### src/rtl/capture_controller_pkg.sv
// Shared definitions for the capture path: FSM state encoding and depth helper.
package capture_controller_pkg;

  localparam int unsigned STATE_WIDTH = 3;

  // Encoding is shared with the readout unroller and the trigger hub status path.
  typedef enum logic [STATE_WIDTH-1:0] {
    ST_IDLE      = 3'd0,
    ST_PREFILL   = 3'd1,
    ST_WAIT_TRIG = 3'd2,
    ST_POST      = 3'd3,
    ST_DONE      = 3'd4
  } cap_state_e;

  // Number of entries in a capture RAM with the given address width.
  function automatic int unsigned depth_of(input int unsigned addr_width);
    return 32'd1 << addr_width;
  endfunction

endpackage

### src/rtl/capture_controller_if.sv
// Control, sample stream, RAM write port and status bundle of the capture controller.
interface capture_controller_if #(
  parameter int DATA_WIDTH = 8,
  parameter int ADDR_WIDTH = 10
) ();
  logic                  arm;
  logic                  abort;
  logic                  trigger;
  logic [ADDR_WIDTH-1:0] pre_count;
  logic [ADDR_WIDTH-1:0] post_count;
  logic                  sample_valid;
  logic [DATA_WIDTH-1:0] sample_data;
  logic                  mem_we;
  logic [ADDR_WIDTH-1:0] mem_waddr;
  logic [DATA_WIDTH-1:0] mem_wdata;
  logic                  armed;
  logic                  triggered;
  logic                  done;
  logic [ADDR_WIDTH-1:0] trigger_addr;
  logic [ADDR_WIDTH-1:0] start_addr;

  // Upstream side: trigger hub / sample front-end, and the readout consumer.
  modport master (
    output arm, abort, trigger, pre_count, post_count, sample_valid, sample_data,
    input  mem_we, mem_waddr, mem_wdata, armed, triggered, done, trigger_addr, start_addr
  );

  // Capture controller side.
  modport slave (
    input  arm, abort, trigger, pre_count, post_count, sample_valid, sample_data,
    output mem_we, mem_waddr, mem_wdata, armed, triggered, done, trigger_addr, start_addr
  );
endinterface

### src/rtl/capture_addr_gen.sv
// Write pointer with natural wrap, plus trigger/window-start address capture.
module capture_addr_gen #(
  parameter int ADDR_WIDTH = 10
) (
  input  logic                  clk,
  input  logic                  rst_n,
  input  logic                  clr_i,
  input  logic                  wr_i,
  input  logic                  trig_i,
  input  logic [ADDR_WIDTH-1:0] pre_i,
  output logic [ADDR_WIDTH-1:0] wptr_o,
  output logic [ADDR_WIDTH-1:0] trigger_addr_o,
  output logic [ADDR_WIDTH-1:0] start_addr_o
);
  logic [ADDR_WIDTH-1:0] wptr_q, wptr_d;
  logic [ADDR_WIDTH-1:0] trig_q, trig_d;
  logic [ADDR_WIDTH-1:0] start_q, start_d;

  // Next pointer/address values; subtraction wraps modulo DEPTH by width.
  always_comb begin
    wptr_d  = wptr_q;
    trig_d  = trig_q;
    start_d = start_q;
    if (clr_i) begin
      wptr_d  = '0;
      trig_d  = '0;
      start_d = '0;
    end else begin
      if (wr_i) begin
        wptr_d = wptr_q + ADDR_WIDTH'(1);
      end else begin
        wptr_d = wptr_q;
      end
      if (trig_i) begin
        trig_d  = wptr_q;
        start_d = wptr_q - pre_i;
      end else begin
        trig_d  = trig_q;
        start_d = start_q;
      end
    end
  end

  // Pointer and captured address registers, synchronous active-low reset.
  always_ff @(posedge clk) begin
    if (!rst_n) begin
      wptr_q  <= '0;
      trig_q  <= '0;
      start_q <= '0;
    end else begin
      wptr_q  <= wptr_d;
      trig_q  <= trig_d;
      start_q <= start_d;
    end
  end

  assign wptr_o         = wptr_q;
  assign trigger_addr_o = trig_q;
  assign start_addr_o   = start_q;
endmodule

### src/rtl/capture_controller.sv
// Capture FSM: pre-trigger ring fill, trigger detect, post-trigger count, RAM write port.
module capture_controller
  import capture_controller_pkg::*;
#(
  parameter int DATA_WIDTH = 8,
  parameter int ADDR_WIDTH = 10
) (
  input  logic               clk,
  input  logic               rst_n,
  capture_controller_if.slave cap
);
  localparam int unsigned DEPTH = depth_of(ADDR_WIDTH);
  localparam logic [ADDR_WIDTH-1:0] ADDR_MAX = ADDR_WIDTH'(DEPTH - 32'd1);

  cap_state_e            state_q, state_d;
  logic [ADDR_WIDTH-1:0] cnt_q, cnt_d;
  logic [ADDR_WIDTH-1:0] pre_q, post_q;
  logic                  mem_we_q;
  logic [ADDR_WIDTH-1:0] mem_waddr_q;
  logic [DATA_WIDTH-1:0] mem_wdata_q;

  logic                  arm_ok_s, wr_s, trig_s;
  logic                  armed_s, triggered_s, done_s;
  logic [ADDR_WIDTH:0]   sum_s;
  logic [ADDR_WIDTH-1:0] post_clamp_s, wptr_s;

  // Arm is only honoured from IDLE/DONE and loses to a simultaneous abort.
  assign arm_ok_s = cap.arm && !cap.abort && ((state_q == ST_IDLE) || (state_q == ST_DONE));
  // Keep P + 1 + Q within DEPTH so the kept window is never overwritten.
  assign sum_s        = {1'b0, cap.pre_count} + {1'b0, cap.post_count};
  assign post_clamp_s = (sum_s > {1'b0, ADDR_MAX}) ? (ADDR_MAX - cap.pre_count) : cap.post_count;

  // State register, phase counter and latched window sizes.
  always_ff @(posedge clk) begin
    if (!rst_n) begin
      state_q <= ST_IDLE;
      cnt_q   <= '0;
      pre_q   <= '0;
      post_q  <= '0;
    end else begin
      state_q <= state_d;
      cnt_q   <= cnt_d;
      if (arm_ok_s) begin
        pre_q  <= cap.pre_count;
        post_q <= post_clamp_s;
      end else begin
        pre_q  <= pre_q;
        post_q <= post_q;
      end
    end
  end

  // Next-state and write-count logic.
  always_comb begin
    state_d = state_q;
    cnt_d   = cnt_q;
    if (cap.abort) begin
      state_d = ST_IDLE;
      cnt_d   = '0;
    end else begin
      case (state_q)
        ST_IDLE, ST_DONE: begin
          if (arm_ok_s) begin
            state_d = ST_PREFILL;
            cnt_d   = '0;
          end else begin
            state_d = state_q;
          end
        end
        ST_PREFILL: begin
          if (pre_q == '0) begin
            state_d = ST_WAIT_TRIG;
          end else if (wr_s) begin
            if ((cnt_q + ADDR_WIDTH'(1)) == pre_q) begin
              state_d = ST_WAIT_TRIG;
              cnt_d   = '0;
            end else begin
              cnt_d = cnt_q + ADDR_WIDTH'(1);
            end
          end else begin
            cnt_d = cnt_q;
          end
        end
        ST_WAIT_TRIG: begin
          if (trig_s) begin
            state_d = (post_q == '0) ? ST_DONE : ST_POST;
            cnt_d   = '0;
          end else begin
            state_d = ST_WAIT_TRIG;
          end
        end
        ST_POST: begin
          if (wr_s) begin
            if ((cnt_q + ADDR_WIDTH'(1)) == post_q) begin
              state_d = ST_DONE;
              cnt_d   = '0;
            end else begin
              cnt_d = cnt_q + ADDR_WIDTH'(1);
            end
          end else begin
            cnt_d = cnt_q;
          end
        end
        default: begin
          state_d = ST_IDLE;
          cnt_d   = '0;
        end
      endcase
    end
  end

  // Output decode: write strobe, trigger hit and status flags.
  always_comb begin
    wr_s        = 1'b0;
    trig_s      = 1'b0;
    armed_s     = 1'b0;
    triggered_s = 1'b0;
    done_s      = 1'b0;
    case (state_q)
      ST_PREFILL: begin
        armed_s = 1'b1;
        wr_s    = cap.sample_valid && !cap.abort && (pre_q != '0);
      end
      ST_WAIT_TRIG: begin
        armed_s = 1'b1;
        wr_s    = cap.sample_valid && !cap.abort;
        trig_s  = cap.sample_valid && !cap.abort && cap.trigger;
      end
      ST_POST: begin
        armed_s     = 1'b1;
        triggered_s = 1'b1;
        wr_s        = cap.sample_valid && !cap.abort;
      end
      ST_DONE: begin
        triggered_s = 1'b1;
        done_s      = 1'b1;
      end
      default: begin
        wr_s = 1'b0;
      end
    endcase
  end

  // Registered RAM write port; address/data hold when no write.
  always_ff @(posedge clk) begin
    if (!rst_n) begin
      mem_we_q    <= 1'b0;
      mem_waddr_q <= '0;
      mem_wdata_q <= '0;
    end else begin
      mem_we_q <= wr_s;
      if (wr_s) begin
        mem_waddr_q <= wptr_s;
        mem_wdata_q <= cap.sample_data;
      end else begin
        mem_waddr_q <= mem_waddr_q;
        mem_wdata_q <= mem_wdata_q;
      end
    end
  end

  capture_addr_gen #(
    .ADDR_WIDTH(ADDR_WIDTH)
  ) u_addr_gen (
    .clk           (clk),
    .rst_n         (rst_n),
    .clr_i         (arm_ok_s),
    .wr_i          (wr_s),
    .trig_i        (trig_s),
    .pre_i         (pre_q),
    .wptr_o        (wptr_s),
    .trigger_addr_o(cap.trigger_addr),
    .start_addr_o  (cap.start_addr)
  );

  assign cap.mem_we    = mem_we_q;
  assign cap.mem_waddr = mem_waddr_q;
  assign cap.mem_wdata = mem_wdata_q;
  assign cap.armed     = armed_s;
  assign cap.triggered = triggered_s;
  assign cap.done      = done_s;
endmodule
### src/flat_wrapper.sv
// flat-port wrapper written by rule: the top's interface ports become plain ports
module capture_controller_flat import capture_controller_pkg::*;
#(
  parameter int DATA_WIDTH = 8,
  parameter int ADDR_WIDTH = 10
)
  (clk, rst_n, cap_arm, cap_abort, cap_trigger, cap_pre_count, cap_post_count, cap_sample_valid, cap_sample_data, cap_mem_we, cap_mem_waddr, cap_mem_wdata, cap_armed, cap_triggered, cap_done, cap_trigger_addr, cap_start_addr);
  capture_controller_if #(.DATA_WIDTH(DATA_WIDTH), .ADDR_WIDTH(ADDR_WIDTH)) cap_i ();
  input  logic clk;
  input  logic rst_n;
  input wire logic [$bits(cap_i.arm)-1:0] cap_arm;
  input wire logic [$bits(cap_i.abort)-1:0] cap_abort;
  input wire logic [$bits(cap_i.trigger)-1:0] cap_trigger;
  input wire logic [$bits(cap_i.pre_count)-1:0] cap_pre_count;
  input wire logic [$bits(cap_i.post_count)-1:0] cap_post_count;
  input wire logic [$bits(cap_i.sample_valid)-1:0] cap_sample_valid;
  input wire logic [$bits(cap_i.sample_data)-1:0] cap_sample_data;
  output wire logic [$bits(cap_i.mem_we)-1:0] cap_mem_we;
  output wire logic [$bits(cap_i.mem_waddr)-1:0] cap_mem_waddr;
  output wire logic [$bits(cap_i.mem_wdata)-1:0] cap_mem_wdata;
  output wire logic [$bits(cap_i.armed)-1:0] cap_armed;
  output wire logic [$bits(cap_i.triggered)-1:0] cap_triggered;
  output wire logic [$bits(cap_i.done)-1:0] cap_done;
  output wire logic [$bits(cap_i.trigger_addr)-1:0] cap_trigger_addr;
  output wire logic [$bits(cap_i.start_addr)-1:0] cap_start_addr;
  assign cap_i.arm = cap_arm;
  assign cap_i.abort = cap_abort;
  assign cap_i.trigger = cap_trigger;
  assign cap_i.pre_count = cap_pre_count;
  assign cap_i.post_count = cap_post_count;
  assign cap_i.sample_valid = cap_sample_valid;
  assign cap_i.sample_data = cap_sample_data;
  assign cap_mem_we = cap_i.mem_we;
  assign cap_mem_waddr = cap_i.mem_waddr;
  assign cap_mem_wdata = cap_i.mem_wdata;
  assign cap_armed = cap_i.armed;
  assign cap_triggered = cap_i.triggered;
  assign cap_done = cap_i.done;
  assign cap_trigger_addr = cap_i.trigger_addr;
  assign cap_start_addr = cap_i.start_addr;
  capture_controller #(.DATA_WIDTH(DATA_WIDTH), .ADDR_WIDTH(ADDR_WIDTH)) u_core (.clk(clk), .rst_n(rst_n), .cap(cap_i));
endmodule
### config.mk
export PLATFORM = sky130hd
export DESIGN_NAME = capture_controller_flat
export DESIGN_NICKNAME = d
export VERILOG_FILES = /design/src/rtl/capture_controller_pkg.sv /design/src/rtl/capture_controller_if.sv /design/src/rtl/capture_addr_gen.sv /design/src/rtl/capture_controller.sv /design/src/flat_wrapper.sv
export SDC_FILE = /design/constraint.sdc
export NUM_CORES = 1
export LEC_CHECK = 0
export ABC_AREA = 1
export CAP_MARGIN = 20
export CORE_MARGIN = 2
export CORE_UTILIZATION = 57
export DETAILED_ROUTE_END_ITERATION = 8
export PLACE_DENSITY = 0.91
export RECOVER_POWER = 100
export SLEW_MARGIN = 40
export SYNTH_ARGS = -nofsm -noshare
export SYNTH_HDL_FRONTEND = slang
export SYNTH_SLANG_ARGS = --single-unit
### constraint.sdc
create_clock -name clk -period 4.5 [get_ports clk]
set_input_delay 1.35 -clock clk [delete_from_list [all_inputs] [get_ports clk]]
set_output_delay 1.35 -clock clk [all_outputs]
set_load 0.01 [all_outputs]
==> qor.yml <==
ff2ff_setup_slack_ps: 1880
crit_path_start_kind: "primary input"
critical_path.cell_chain: "dlygate4sd3_1, inv_1, nand2_1, inv_1, nand3_1, nand2_1, buf_4, inv_1, nand2_1, nand3_2, a21oi_1, nand2_1, a21oi_1"
top_level_ports: 76
postSynth.asyncResetShare_pct: 0
port-buffer-count: 75
setup.worst_path.start: "cap_abort"
timing.critical_path.slowest_cell_delay_ps: 610
max_slew_margin_pct: 38.1
critical-path-top-cell-by-count: "nand2_1"
coreArea_um2: 7650
critPathKind: "in2reg"
number_of_buffers_created_by_cts: 9
root_buffer_cell: "clkbuf_8"
run_status: "finished clean"
power.static_leakage_nw: 2.39
power-per-cell-area_nw_per_um2: 285
detailroute.via_count: 4548
clock-skew-final_ps: 13.1
effective_utilization_at_floorplan_pct: 58.0
vias_per_cell: 5.55
chipWidth_um: 92.2
max_cap_viol_count: 0
synth.yosys.warnings: 0
post_synth_instance_area_um2: 4430
synth_top_flop_cell: "dfxtp_1"
path_class_of_the_lowest_slack_min_delay_path: "reg2reg"
layout.cells.non_filler: 819
ctsHoldBuffers: 0
grt_setup_unrepaired: "false"
antennaDiodeCount: 0
die_y_um: 92.2
worst_r2r_path_depth: 13
finalCriticalPeriod_ps: 3760
cts_buffer_depth: 2
grt-ovfl-total: 0
area_added_between_synthesis_and_finish_pct: 23.0
netlist_top_cells_area: "dfxtp_1 37%, nand2_1 10%, a21oi_1 7.9%, nor2_1 7.2%, o21ai_0 6.7%"
share_of_layout_cells_above_drive_strength_1_pct: 6.00
floorplan.die_area_um2: 8500
dp_cells: 803
final_nets: 768
holdCritStartpoint: "u_core.u_addr_gen.trigger_addr_o[9]$_SDFFE_PP0P_"
crit_required_ps: 4780
r2r_path_start: "u_core.pre_q[0]$_SDFFE_PN0P_"
hold_path_depth: 2
cts_repair_resize_count: 0
setup_repair_bufs_after_cts: 0
report.final.setup_viol: 0
finalHoldViolations: 0
grt_first_pass_wirelength_um: 19500
min_period_over_period_pct: 83.5
timing_max_transition_violations_final: 0
crit_fanout: 30
ctsHtreeMaxLevel: 3
wire_per_inst_um: 14.7
synthDistinctLibCells: 38
tightest_slew_ps: 927
layout.cells.most_common_list: "120 x nand2_1, 85 x nor2_1, 82 x dfxtp_1, 72 x inv_1, 70 x a21oi_1"
first_global_vias: 4148
worst_skew_pair.late_latency_ps: 360
synth_top_area_share_pct: 37.0
cts.sinks: 82
final_common_cell: "nand2_1"
postSynthNetCount: 698
tritoncts_clock_tree: "built"
post_route_ant_nets: 0
syn_avg_cell_area_um2: 6.90
synth_cells: 642
firstDrtPassIters: 8
grt_antenna_before_repair: 0
finalWirelength_um: 12000
fraction_of_the_yosys_area_taken_by_sequential_cells_pct: 37.0
path_clk_slew_ps: 90
gp_routability_congestion: 0.894
grt_max_degree: 35
synth-edff-count: 0
initial_detailed_routing_violation_count: 336
worstReg2RegEnd: "u_core.cnt_q[9]$_SDFFE_PP0P_"
post-synth-top-area-cell: "dfxtp_1"
place.detailed.hpwl_um: 9280
gr-usage-all-layers_pct: 28.9
endpoint_kind: "flop"
setup_tns_ps: 0
max_freq_mhz: 266
crit_arrival_ps: 4040
timing.critical_path.to: "u_core.cnt_q[9]$_SDFFE_PP0P_"
timing.critical_path.slowest_stage_cell: "dlygate4sd3_1"
yosys_register_bits: 82
placementRows: 32
peakVddDrop_v: 0.000218
fillerInstances: 607
post_route_drc: 0
-- critical path: cells and delay by family --
| family | cells | cell delay (ps) |
|---|---|---|
| and+or+nand+nor | 6 | 900 |
| AOI/OAI and AO/OA | 2 | 350 |
| buffers and inverters | 5 | 1430 |
-- Yosys cell counts, types with 7 or more instances --
master and number:
ha_1 20, nand4_1 7, nand3_1 39, clkbuf_1 14
nand2_1 120, o21ai_0 59, o22ai_1 11, nor2_1 85
inv_1 69, a21oi_1 70, dfxtp_1 82
-- metal layers --
| layer | vias up | track usage, % | part of all wire [%] |
|---|---|---|---|
| li1 | 2268 | - | - |
| met1 | 2079 | 38.4 | 45 |
| met3 | 15 | 5.01 | 5.9 |
| met5 | - | 0 | 0 |
| met2 | 186 | 47.8 | 47 |
| met4 | 0 | 9.33 | 1.4 |
-- registers in the layout, summed over array words and instances, names as in the netlist --
signal and flops:
u_core.pre_q 10, u_core.state_q 3, u_core.post_q 10, u_core.u_addr_gen.trigger_addr_o 10
u_core.cap.mem_waddr 10, u_core.cnt_q 10, u_core.cap.mem_wdata 8, u_core.cap.mem_we 1
u_core.u_addr_gen.wptr_o 10, u_core.u_addr_gen.start_addr_o 10
-- logic make-up after synthesis --
kind of cell	count (synthesis)	synth area share, %
buffers and inverters	95	8.16
xor gates and xnor gates	8	1.58
adders and majority gates	22	6.55
DFF	82	37.0
AOI/OAI and AO/OA	159	19.6
and+or+nand+nor	276	27.1
-- report_power, final --
group          leakage (nW)  switching, mW  internal [mW]
registers             0.665         0.0163          0.748
logic                  1.62          0.160          0.104
clock network        0.0985          0.286          0.240
total                  2.39          0.462           1.09
-- cell type report --
class	instances	area [um2]	area share (%)
inverter	76	285	5.23
clock buffer	11	151	2.78
tap	102	128	2.34
multi-input combinational	465	2430	44.6
sequential	82	1640	30.1
clock inverter	5	45.0	0.826
timing repair buffer	78	773	14.2
-- worst min path at each step --
stage                                                        to  slack, ps
2_1_floorplan                      u_core.cnt_q[9]$_SDFFE_PP0P_        470
3_3_place_gp   u_core.u_addr_gen.trigger_addr_o[9]$_SDFFE_PP0P_        450
3_5_place_dp   u_core.u_addr_gen.trigger_addr_o[9]$_SDFFE_PP0P_        460
4_1_cts        u_core.u_addr_gen.trigger_addr_o[9]$_SDFFE_PP0P_        470
5_1_grt        u_core.u_addr_gen.trigger_addr_o[9]$_SDFFE_PP0P_        490
6_report       u_core.u_addr_gen.trigger_addr_o[9]$_SDFFE_PP0P_        470
-- through the flow --
step | hold slack, ps | setup WS [ps] | total power, mW | utilization, % | cell area [um2]
2_1_floorplan | 470 | 1840 | 0.941 | - | 4430
3_3_place_gp | 454 | 859 | 1.03 | 68.8 | 5260
3_5_place_dp | 457 | 783 | 1.04 | 68.8 | 5260
4_1_cts | 471 | 1100 | 1.55 | 71.3 | 5450
5_1_grt | 489 | 533 | 1.61 | 71.3 | 5450
6_report | 465 | 744 | 1.55 | 71.3 | 5450
Note: power is estimated with default switching activity, not from simulation.
